--- config.mk ---
export PLATFORM = sky130hd
export DESIGN_NAME = logic_gate_flat
export DESIGN_NICKNAME = d
export VERILOG_FILES = /design/src/rtl/logic_gate_pkg.sv /design/src/rtl/logic_gate_if.sv /design/src/rtl/logic_gate_core.sv /design/src/rtl/logic_gate.sv /design/src/flat_wrapper.sv
export SDC_FILE = /design/constraint.sdc
export NUM_CORES = 1
export LEC_CHECK = 0
export BUFFER_PORTS_ARGS = -buffer_cell sky130_fd_sc_hd__clkbuf_2
export CAP_MARGIN = 5
export CORE_AREA = 4 4 41 43
export DETAILED_ROUTE_END_ITERATION = 8
export DIE_AREA = 0 0 45 47
export GPL_ROUTABILITY_DRIVEN = 0
export PLACE_DENSITY = 0.36
export SLEW_MARGIN = 20
export SYNTH_ARGS = -nofsm -noshare
export SYNTH_HDL_FRONTEND = slang
export SYNTH_SLANG_ARGS = --single-unit
--- constraint.sdc ---
create_clock -name clk -period 1 [get_ports clk]
set_input_delay 0.2 -clock clk [delete_from_list [all_inputs] [get_ports clk]]
set_output_delay 0.2 -clock clk [all_outputs]
set_load 0.02 [all_outputs]
--- src/rtl/logic_gate_pkg.sv ---
// Shared widths, result bit positions and reset value for the two-input gate evaluator.
package logic_gate_pkg;

    localparam int IN_W     = 2;
    localparam int RESULT_W = 4;

    localparam int IDX_AND  = 0;
    localparam int IDX_OR   = 1;
    localparam int IDX_XOR  = 2;
    localparam int IDX_NAND = 3;

    localparam logic [RESULT_W-1:0] RESULT_RESET = 4'b0000;

endpackage : logic_gate_pkg

--- src/rtl/logic_gate_if.sv ---
// Operand/result bundle between a source (master) and the gate evaluator (slave).
interface logic_gate_if;
    import logic_gate_pkg::*;

    logic [IN_W-1:0]     input_a;
    logic                in_valid;
    logic [RESULT_W-1:0] result;
    logic                out_valid;

    modport master (
        output input_a,
        output in_valid,
        input  result,
        input  out_valid
    );

    modport slave (
        input  input_a,
        input  in_valid,
        output result,
        output out_valid
    );

endinterface : logic_gate_if

--- src/rtl/logic_gate_core.sv ---
// Purely combinational map from the operand pair {X,Y} to the AND/OR/XOR/NAND vector.
module logic_gate_core
    import logic_gate_pkg::*;
(
    input  logic [IN_W-1:0]     operands,
    output logic [RESULT_W-1:0] gates
);

    logic op_x;
    logic op_y;

    assign op_x = operands[1];
    assign op_y = operands[0];

    // Plain bitwise operators so X/Z on the operands propagate unmasked.
    assign gates[IDX_AND]  = op_x & op_y;
    assign gates[IDX_OR]   = op_x | op_y;
    assign gates[IDX_XOR]  = op_x ^ op_y;
    assign gates[IDX_NAND] = ~(op_x & op_y);

endmodule : logic_gate_core

--- src/rtl/logic_gate.sv ---
// Gate evaluator top: core plus either a registered (1-cycle) or combinational output stage.
module logic_gate
    import logic_gate_pkg::*;
#(
    parameter int REGISTER_OUTPUT = 1
) (
    input  logic         clk,
    input  logic         rst,
    logic_gate_if.slave  bus
);

    logic [RESULT_W-1:0] gate_vec;

    logic_gate_core u_core (
        .operands (bus.input_a),
        .gates    (gate_vec)
    );

    generate
        if (REGISTER_OUTPUT != 0) begin : g_registered
            logic [RESULT_W-1:0] result_q;
            logic                valid_q;

            // NOTE: sequential state uses non-blocking assignments so every register samples pre-edge values.
            always_ff @(posedge clk) begin
                if (rst) begin
                    result_q <= RESULT_RESET;
                    valid_q  <= 1'b0;
                end else if (bus.in_valid) begin
                    result_q <= gate_vec;
                    valid_q  <= 1'b1;
                end else begin
                    // result_q deliberately holds; only the qualifier drops.
                    valid_q  <= 1'b0;
                end
            end

            assign bus.result    = result_q;
            assign bus.out_valid = valid_q;
        end else begin : g_combinational
            assign bus.result    = gate_vec;
            assign bus.out_valid = bus.in_valid & ~rst;
        end
    endgenerate

endmodule : logic_gate

--- src/flat_wrapper.sv ---
// flat-port wrapper written by rule: the top's interface ports become plain ports
module logic_gate_flat import logic_gate_pkg::*;
#(
    parameter int REGISTER_OUTPUT = 1
)
  (clk, rst, bus_input_a, bus_in_valid, bus_result, bus_out_valid);
  logic_gate_if bus_i ();
  input  logic clk;
  input  logic rst;
  input wire logic [$bits(bus_i.input_a)-1:0] bus_input_a;
  input wire logic [$bits(bus_i.in_valid)-1:0] bus_in_valid;
  output wire logic [$bits(bus_i.result)-1:0] bus_result;
  output wire logic [$bits(bus_i.out_valid)-1:0] bus_out_valid;
  assign bus_i.input_a = bus_input_a;
  assign bus_i.in_valid = bus_in_valid;
  assign bus_result = bus_i.result;
  assign bus_out_valid = bus_i.out_valid;
  logic_gate #(.REGISTER_OUTPUT(REGISTER_OUTPUT)) u_core (.clk(clk), .rst(rst), .bus(bus_i));
endmodule
After elaboration in Yosys (flattened, before gate mapping)
Cells that the tools add are included.
- bits in registers: 5
- output and inout port bits: 5
- muxes and demuxes: 1
- bitwise logic cells: 4
- operator list (operator ; count):
    1-bit AND ; 1
    1-bit 2-to-1 mux ; 1
    1-bit NOT ; 1
    1-bit bitwise OR ; 1
    1-bit XOR ; 1

Logic depth before layout (Yosys ltp)
Gate-level depths: netlist (run 1).
- word-level depth: 2
- gate-level depth with buffers: 4
- depth with buffers taken out: 4

Modules after synthesis
From an unflattened synthesis (run 1), not the netlist that was laid out.
- cell total of the unflattened synthesis: 22
- area, all modules: 225.2 um^2
- by module, submodules not included (module ; times used ; cells an instance ; area an instance (um^2) ; sequential area each (um^2)):
    logic_gate ; 1 ; 15 ; 172.7 ; 100.1
    logic_gate_core ; 1 ; 7 ; 52.6 ; 0.0

Worst setup path after synthesis (run 1)
OpenSTA, ideal clock, no wires.
- path kind: input-to-reg
- start: input bus_input_a[0]
- end: register u_core.g_registered.result_q[2] (netlist: u_core.bus.result[2])
- setup time: 114 ps
- data arrival time: 651 ps
- slack: 234 ps
- stages: 4
- path through: inv_1 > ha_1 > mux2i_1 > nor2_1
- longest elaborated chain between the ends: 1
- RTL lines (what ; RTL line ; RTL):
    from (decl) ; flat_wrapper.sv:10 ; input wire logic [$bits(bus_i.input_a)-1:0] bus_input_a;
    1-bit XOR ; logic_gate_core.sv:18 ; assign gates[IDX_XOR] = op_x ^ op_y;
    via u_core.gate_vec[2] ; logic_gate.sv:12 ; logic [RESULT_W-1:0] gate_vec;
    to (signal assigned) ; logic_gate.sv:30 ; result_q <= gate_vec;
    to (decl) ; logic_gate.sv:21 ; logic [RESULT_W-1:0] result_q;
The timed path passes the listed nets, and every way through them passes these cells.
A chain may end at the register's enable or synchronous reset.

Worst setup path after layout (run 1)
- start: register u_core.g_registered.result_q[1] (netlist: u_core.bus.result[1])
- end: output bus_result[1]
- RTL lines (what ; RTL line ; RTL):
    to (decl) ; flat_wrapper.sv:12 ; output wire logic [$bits(bus_i.result)-1:0] bus_result;
No word-level cell between the ends.

==> results of run 1 <==
-- cell usage after synthesis --
cell type,instances,share of area
nor2b_1,1,0.027
mux2i_1,2,0.088
nor2_1,2,0.033
a211oi_2,2,0.11
inv_1,2,0.033
buf_6,1,0.049
dfxtp_1,5,0.44
ha_1,3,0.16
nor2_2,2,0.055
-- worst max-delay path by stage --
stage	from	to
6_report	u_core.bus.result[1]	bus_result[1]
5_1_grt	u_core.bus.result[1]	bus_result[1]
4_1_cts	u_core.bus.result[1]	bus_result[1]
3_5_place_dp	bus_input_a[0]	u_core.bus.result[2]
3_3_place_gp	bus_input_a[0]	u_core.bus.result[2]
2_1_floorplan	bus_input_a[0]	u_core.bus.result[2]
-- metal layers --
layer  GRT usage  vias to the layer above  part of all wire
li1            -                       88                 -
met1      0.0478                       79              0.44
met2      0.0621                       10              0.36
met3      0.0766                        0              0.19
met4      0.0175                        0                 0
met5           0                        -                 0
-- registers in the layout, summed over array words and instances, names as in the netlist --
name	cells
u_core.bus.out_valid	1
u_core.bus.result	4
-- cells by family after synthesis --
logic type                 after synthesis
muxes                                    2
and+or+nand+nor                          5
buffers and inverters                    3
AOI/OAI and AO/OA                        2
DFF                                      5
adders and majority gates                3
-- final cells by class --
class / count / area [um^2] / area share
Clock buffer: 4 / 26.3 / 0.0857
Inverter: 2 / 7.51 / 0.0245
Multi-Input combinational cell: 12 / 109 / 0.355
Sequential cell: 5 / 100 / 0.327
Tap cell: 15 / 18.8 / 0.0612
Timing Repair Buffer: 9 / 45.0 / 0.147
-- metrics by stage --
stage	util	setup WS, ns	std cells	hold WS [ns]
2_1_floorplan	-	0.234	20	0.265
3_5_place_dp	0.215	0.0607	43	0.455
5_1_grt	0.236	0.0128	47	0.192
4_1_cts	0.236	0.0337	47	0.191
3_3_place_gp	0.215	0.0898	43	0.455
6_report	0.236	0.0526	47	0.198
-- power groups by stage --
stage	Clock [W]	Sequential, W	Combinational [W]
3_5_place_dp	0	0.000223	0.0000760
4_1_cts	0.000244	0.000220	0.0000764
2_1_floorplan	0	0.000239	0.0000335
5_1_grt	0.000264	0.000220	0.0000836
6_report	0.000231	0.000220	0.0000746
3_3_place_gp	0	0.000223	0.0000749
==> run summary, run 1 <==
routed len/inst: 8.77 um
IO Count: 10
status: complete, no violations
die area: 2120 um^2
synthesis-to-layout area growth: 34.6%
GRT Overall Usage: 0.0522
CP Buf/Inv Count: 1
CTS Buffer Depth: 2
vias in the first global route: 160
Core Region: 1300 um^2
synthesized instance count: 20
Worst IR Drop VDD: 994 uV
initial DRC count: 4
Buffers on Ports: 9
post-synthesis sequential area ratio: 0.440
switching power: 0.000131 W
Finished Cell Area: 307 um^2
Mean Syn Cell Area: 11.4 um^2
number of warnings issued by yosys: 0
Worst setup SP type: flop
fin crit share: 0.947
grt ovf: 0
Pre-antenna DRT Iters: 4
Least-Margin Pin Slew: 0.199 ns
fmax: 1060 MHz
Placement Cell Area: 280 um^2
post-cts repair resize count: 0
Seq pwr share: 0.418
reg2reg start: u_core.bus.result[3]
CTS Hold Bufs: 0
Clock Skews: 0 ns
post-synthesis compound-gate area fraction: 0.110
first-pass GRT wire length: 683 um
Slew headroom: 0.867
WP depth: 1
Remaining DRCs: 0
clock network fraction of total power: 0.440
Synth Area in Adders: 0.165
final hold vios: 0
clk slew on worst S/H paths: 0.04 ns
final setup fails: 0
row count: 13
Cell Chain, Critical Path: clkbuf_2
post-synthesis simple-gate area fraction: 0.115
Leak Pwr: 0.155 nW
vias per cell: 3.77
synthesized area: 228 um^2
mux share of post-synthesis cell area: 0.0879
R2R Path End: u_core.bus.result[3]
clk sink count: 5
CP Data Arrival Time: 0.75 ns
kind of critical path: flop to primary output
Synth Area in XOR/XNOR: 0
CTS H-Tree Depth: 1
sw frac: 0.250
fillers: 153
Cell Int Power: 0.000394 W
Crit. End Element: primary output
Top delay family on crit path: flip-flops
CTS tree: yes
Sum Neg Setup Slack: 0 ns
worst r2r path cells: 2
clock root buffer master: clkbuf_4
initial antenna violation count: 0
main combinational cell family by area after synthesis: adder cells
max cap viols: 0
Synth cell types: 9
Syn Nets: 28
commonest cells after routing, fill and taps aside: clkbuf_2 (9), dfxtp_1 (5), ha_1 (3), clkbuf_4 (3)
commonest non-fill, non-tap cell in the layout: clkbuf_2
#FFs+latches synth: 5
cts bufs inserted: 3
Die Width: 45 um
Hold Path Class: input port to flop
Hold Crit Endpoint: u_core.bus.result[1]
min cycle time layout: 0.947 ns
max-slew violations: 0
Post-CTS Setup Bufs: 0
Comb pwr share: 0.142
Post-DP HPWL: 334 um
Pwr Total: 0.000525 W
# diodes: 0
layout cells sized above 1: 0.500
Chip Height: 47 um
Pwr Density: 1710 nW/um^2
nets@finish: 41
Initial Util: 0.175
Vias: 177
critical path fanouts, max: 2
final wirelength: 412 um
Clock Latency Late Sink: 0.24 ns
Reg2Reg Setup Slack: 0.37 ns
unrepaired setup endpoints after global routing: false
pin count of the biggest net entering global routing: 8
slowest cell on the critical path: dfxtp_1
Crit path largest cell delay: 0.33 ns
DRT antenna net count: 0
min-delay src: rst
hold-critical path depth: 2
Worst Path Required: 0.80 ns
Note: power is estimated with default switching activity, not from simulation.
==> inputs of run 2 (changes only) <==
CELL_PAD_IN_SITES_DETAIL_PLACEMENT = 1   (was not set)
CELL_PAD_IN_SITES_GLOBAL_PLACEMENT = 2   (was not set)
PLACE_DENSITY = not set   (was 0.36)
PLACE_DENSITY_LB_ADDON = 0.3   (was not set)
==> run 2 against run 1 <==
Count of clock-buffer cells in the layout did not move. Hold slack improved by 0.0044 ns. Clock skew did not move. Power up 0.36%. Largest power group unchanged.
==> run summary, run 2 (synthesis results as in run 1) <==
status: complete, no violations
die area: 2120 um^2
Die Width: 45 um
first-pass GRT wire length: 793 um
Post-CTS Setup Bufs: 0
switching power: 0.000133 W
Core Region: 1300 um^2
Sum Neg Setup Slack: 0 ns
sw frac: 0.253
IO Count: 10
grt ovf: 0
CTS Hold Bufs: 0
Worst IR Drop VDD: 383 uV
final hold vios: 0
pre-CTS setup slack: 0.0475 ns
min cycle time layout: 0.949 ns
Slew headroom: 0.869
max-slew violations: 0
Pwr Total: 0.000527 W
min-delay src: rst
vias per cell: 3.53
Reg2Reg Setup Slack: 0.37 ns
row count: 13
CTS Buffer Depth: 2
Seq pwr share: 0.416
Worst Path Required: 0.80 ns
PnR worst setup slack: 0.0510 ns
vias in the first global route: 207
commonest cells after routing, fill and taps aside: clkbuf_2 (9), dfxtp_1 (5), ha_1 (3), clkbuf_4 (3)
initial antenna violation count: 0
CTS H-Tree Depth: 1
Initial Util: 0.175
Cell Chain, Critical Path: clkbuf_2
CP Data Arrival Time: 0.75 ns
Crit path largest cell delay: 0.34 ns
Leak Pwr: 0.155 nW
max cap viols: 0
Vias: 166
Remaining DRCs: 0
clock network fraction of total power: 0.441
Comb pwr share: 0.143
R2R Path End: u_core.bus.result[3]
Cell Int Power: 0.000394 W
Hold Path Class: input port to flop
post-cts repair resize count: 0
unrepaired setup endpoints after global routing: false
initial DRC count: 0
Pwr Density: 1720 nW/um^2
max reg flops: 4
reg2reg start: u_core.bus.result[3]
Worst setup SP type: flop
Top delay family on crit path: flip-flops
Clock Skews: 0 ns
critical path fanouts, max: 2
final wirelength: 454 um
final setup fails: 0
CP Buf/Inv Count: 1
cts bufs inserted: 3
# diodes: 0
commonest non-fill, non-tap cell in the layout: clkbuf_2
dpl cells: 43
CTS tree: yes
nets@finish: 41
Hold Crit Endpoint: u_core.bus.result[1]
pin count of the biggest net entering global routing: 8
Post-DP HPWL: 371 um
Pre-antenna DRT Iters: 1
Chip Height: 47 um
Clock Latency Late Sink: 0.24 ns
routed len/inst: 9.66 um
worst r2r path cells: 2
GRT Overall Usage: 0.0561
kind of critical path: flop to primary output
layout cells sized above 1: 0.500
Buffers on Ports: 9
clk slew on worst S/H paths: 0.04 ns
fillers: 164
synthesis-to-layout area growth: 34.6%
Least-Margin Pin Slew: 0.197 ns
hold-critical path depth: 2
final std cells w/o fill: 47
clock root buffer master: clkbuf_4
slowest cell on the critical path: dfxtp_1
WHS: 0.202 ns
fin crit share: 0.949
fmax: 1050 MHz
clk sink count: 5
DRT antenna net count: 0
Crit. End Element: primary output
==> run 2: cell counts in the layout (fill, tap and decap cells not counted) <==
No cell type changed its count.
==> run 2: cell type report <==
type	instances	area, um^2	share of cell area
inverter	2	7.51	0.0245
timing repair buffer	9	45.0	0.147
multi-input combinational	12	109	0.355
sequential	5	100	0.327
clock buffer	4	26.3	0.0857
tap	15	18.8	0.0612
==> run 2: worst max-delay path by stage <==
stage | end | slack, ns | start | cells after the start
5_1_grt | bus_result[3] | 0.006 | u_core.bus.result[3] | 1
4_1_cts | bus_result[1] | 0.03 | u_core.bus.result[1] | 1
6_report | bus_result[1] | 0.05 | u_core.bus.result[1] | 1
2_1_floorplan | u_core.bus.result[2] | 0.23 | bus_input_a[0] | 4
3_3_place_gp | u_core.bus.result[2] | 0.07 | bus_input_a[0] | 5
3_5_place_dp | u_core.bus.result[2] | 0.05 | bus_input_a[0] | 5
==> run 2: worst register-to-register path, cell delays in order, from the launching register on <==
cell,delay [ns]
dfxtp_1,0.33
nor2_2,0.05
a211oi_2,0.18
==> run 2: power by group through the flow <==
stage / Sequential (W) / Clock [W] / Combinational (W)
2_1_floorplan: 0.000239 / 0 / 0.0000335
3_3_place_gp: 0.000223 / 0 / 0.0000756
3_5_place_dp: 0.000223 / 0 / 0.0000770
4_1_cts: 0.000220 / 0.000251 / 0.0000776
5_1_grt: 0.000221 / 0.000263 / 0.0000844
6_report: 0.000220 / 0.000232 / 0.0000753
==> run 2: through the flow <==
step	utilization	cell area (um^2)
after CTS	0.236	307
after floorplan	-	228
after detailed placement	0.215	280
final	0.236	307
after global placement	0.215	280
after global routing	0.236	307
==> run 2: metal layers <==
metal / GRT usage / vias to the layer above / wire, um
li1: - / 87 / -
met1: 0.0614 / 71 / 216
met2: 0.0734 / 8 / 183
met3: 0.0345 / 0 / 54
met4: 0.0526 / 0 / 0
met5: 0 / - / 0
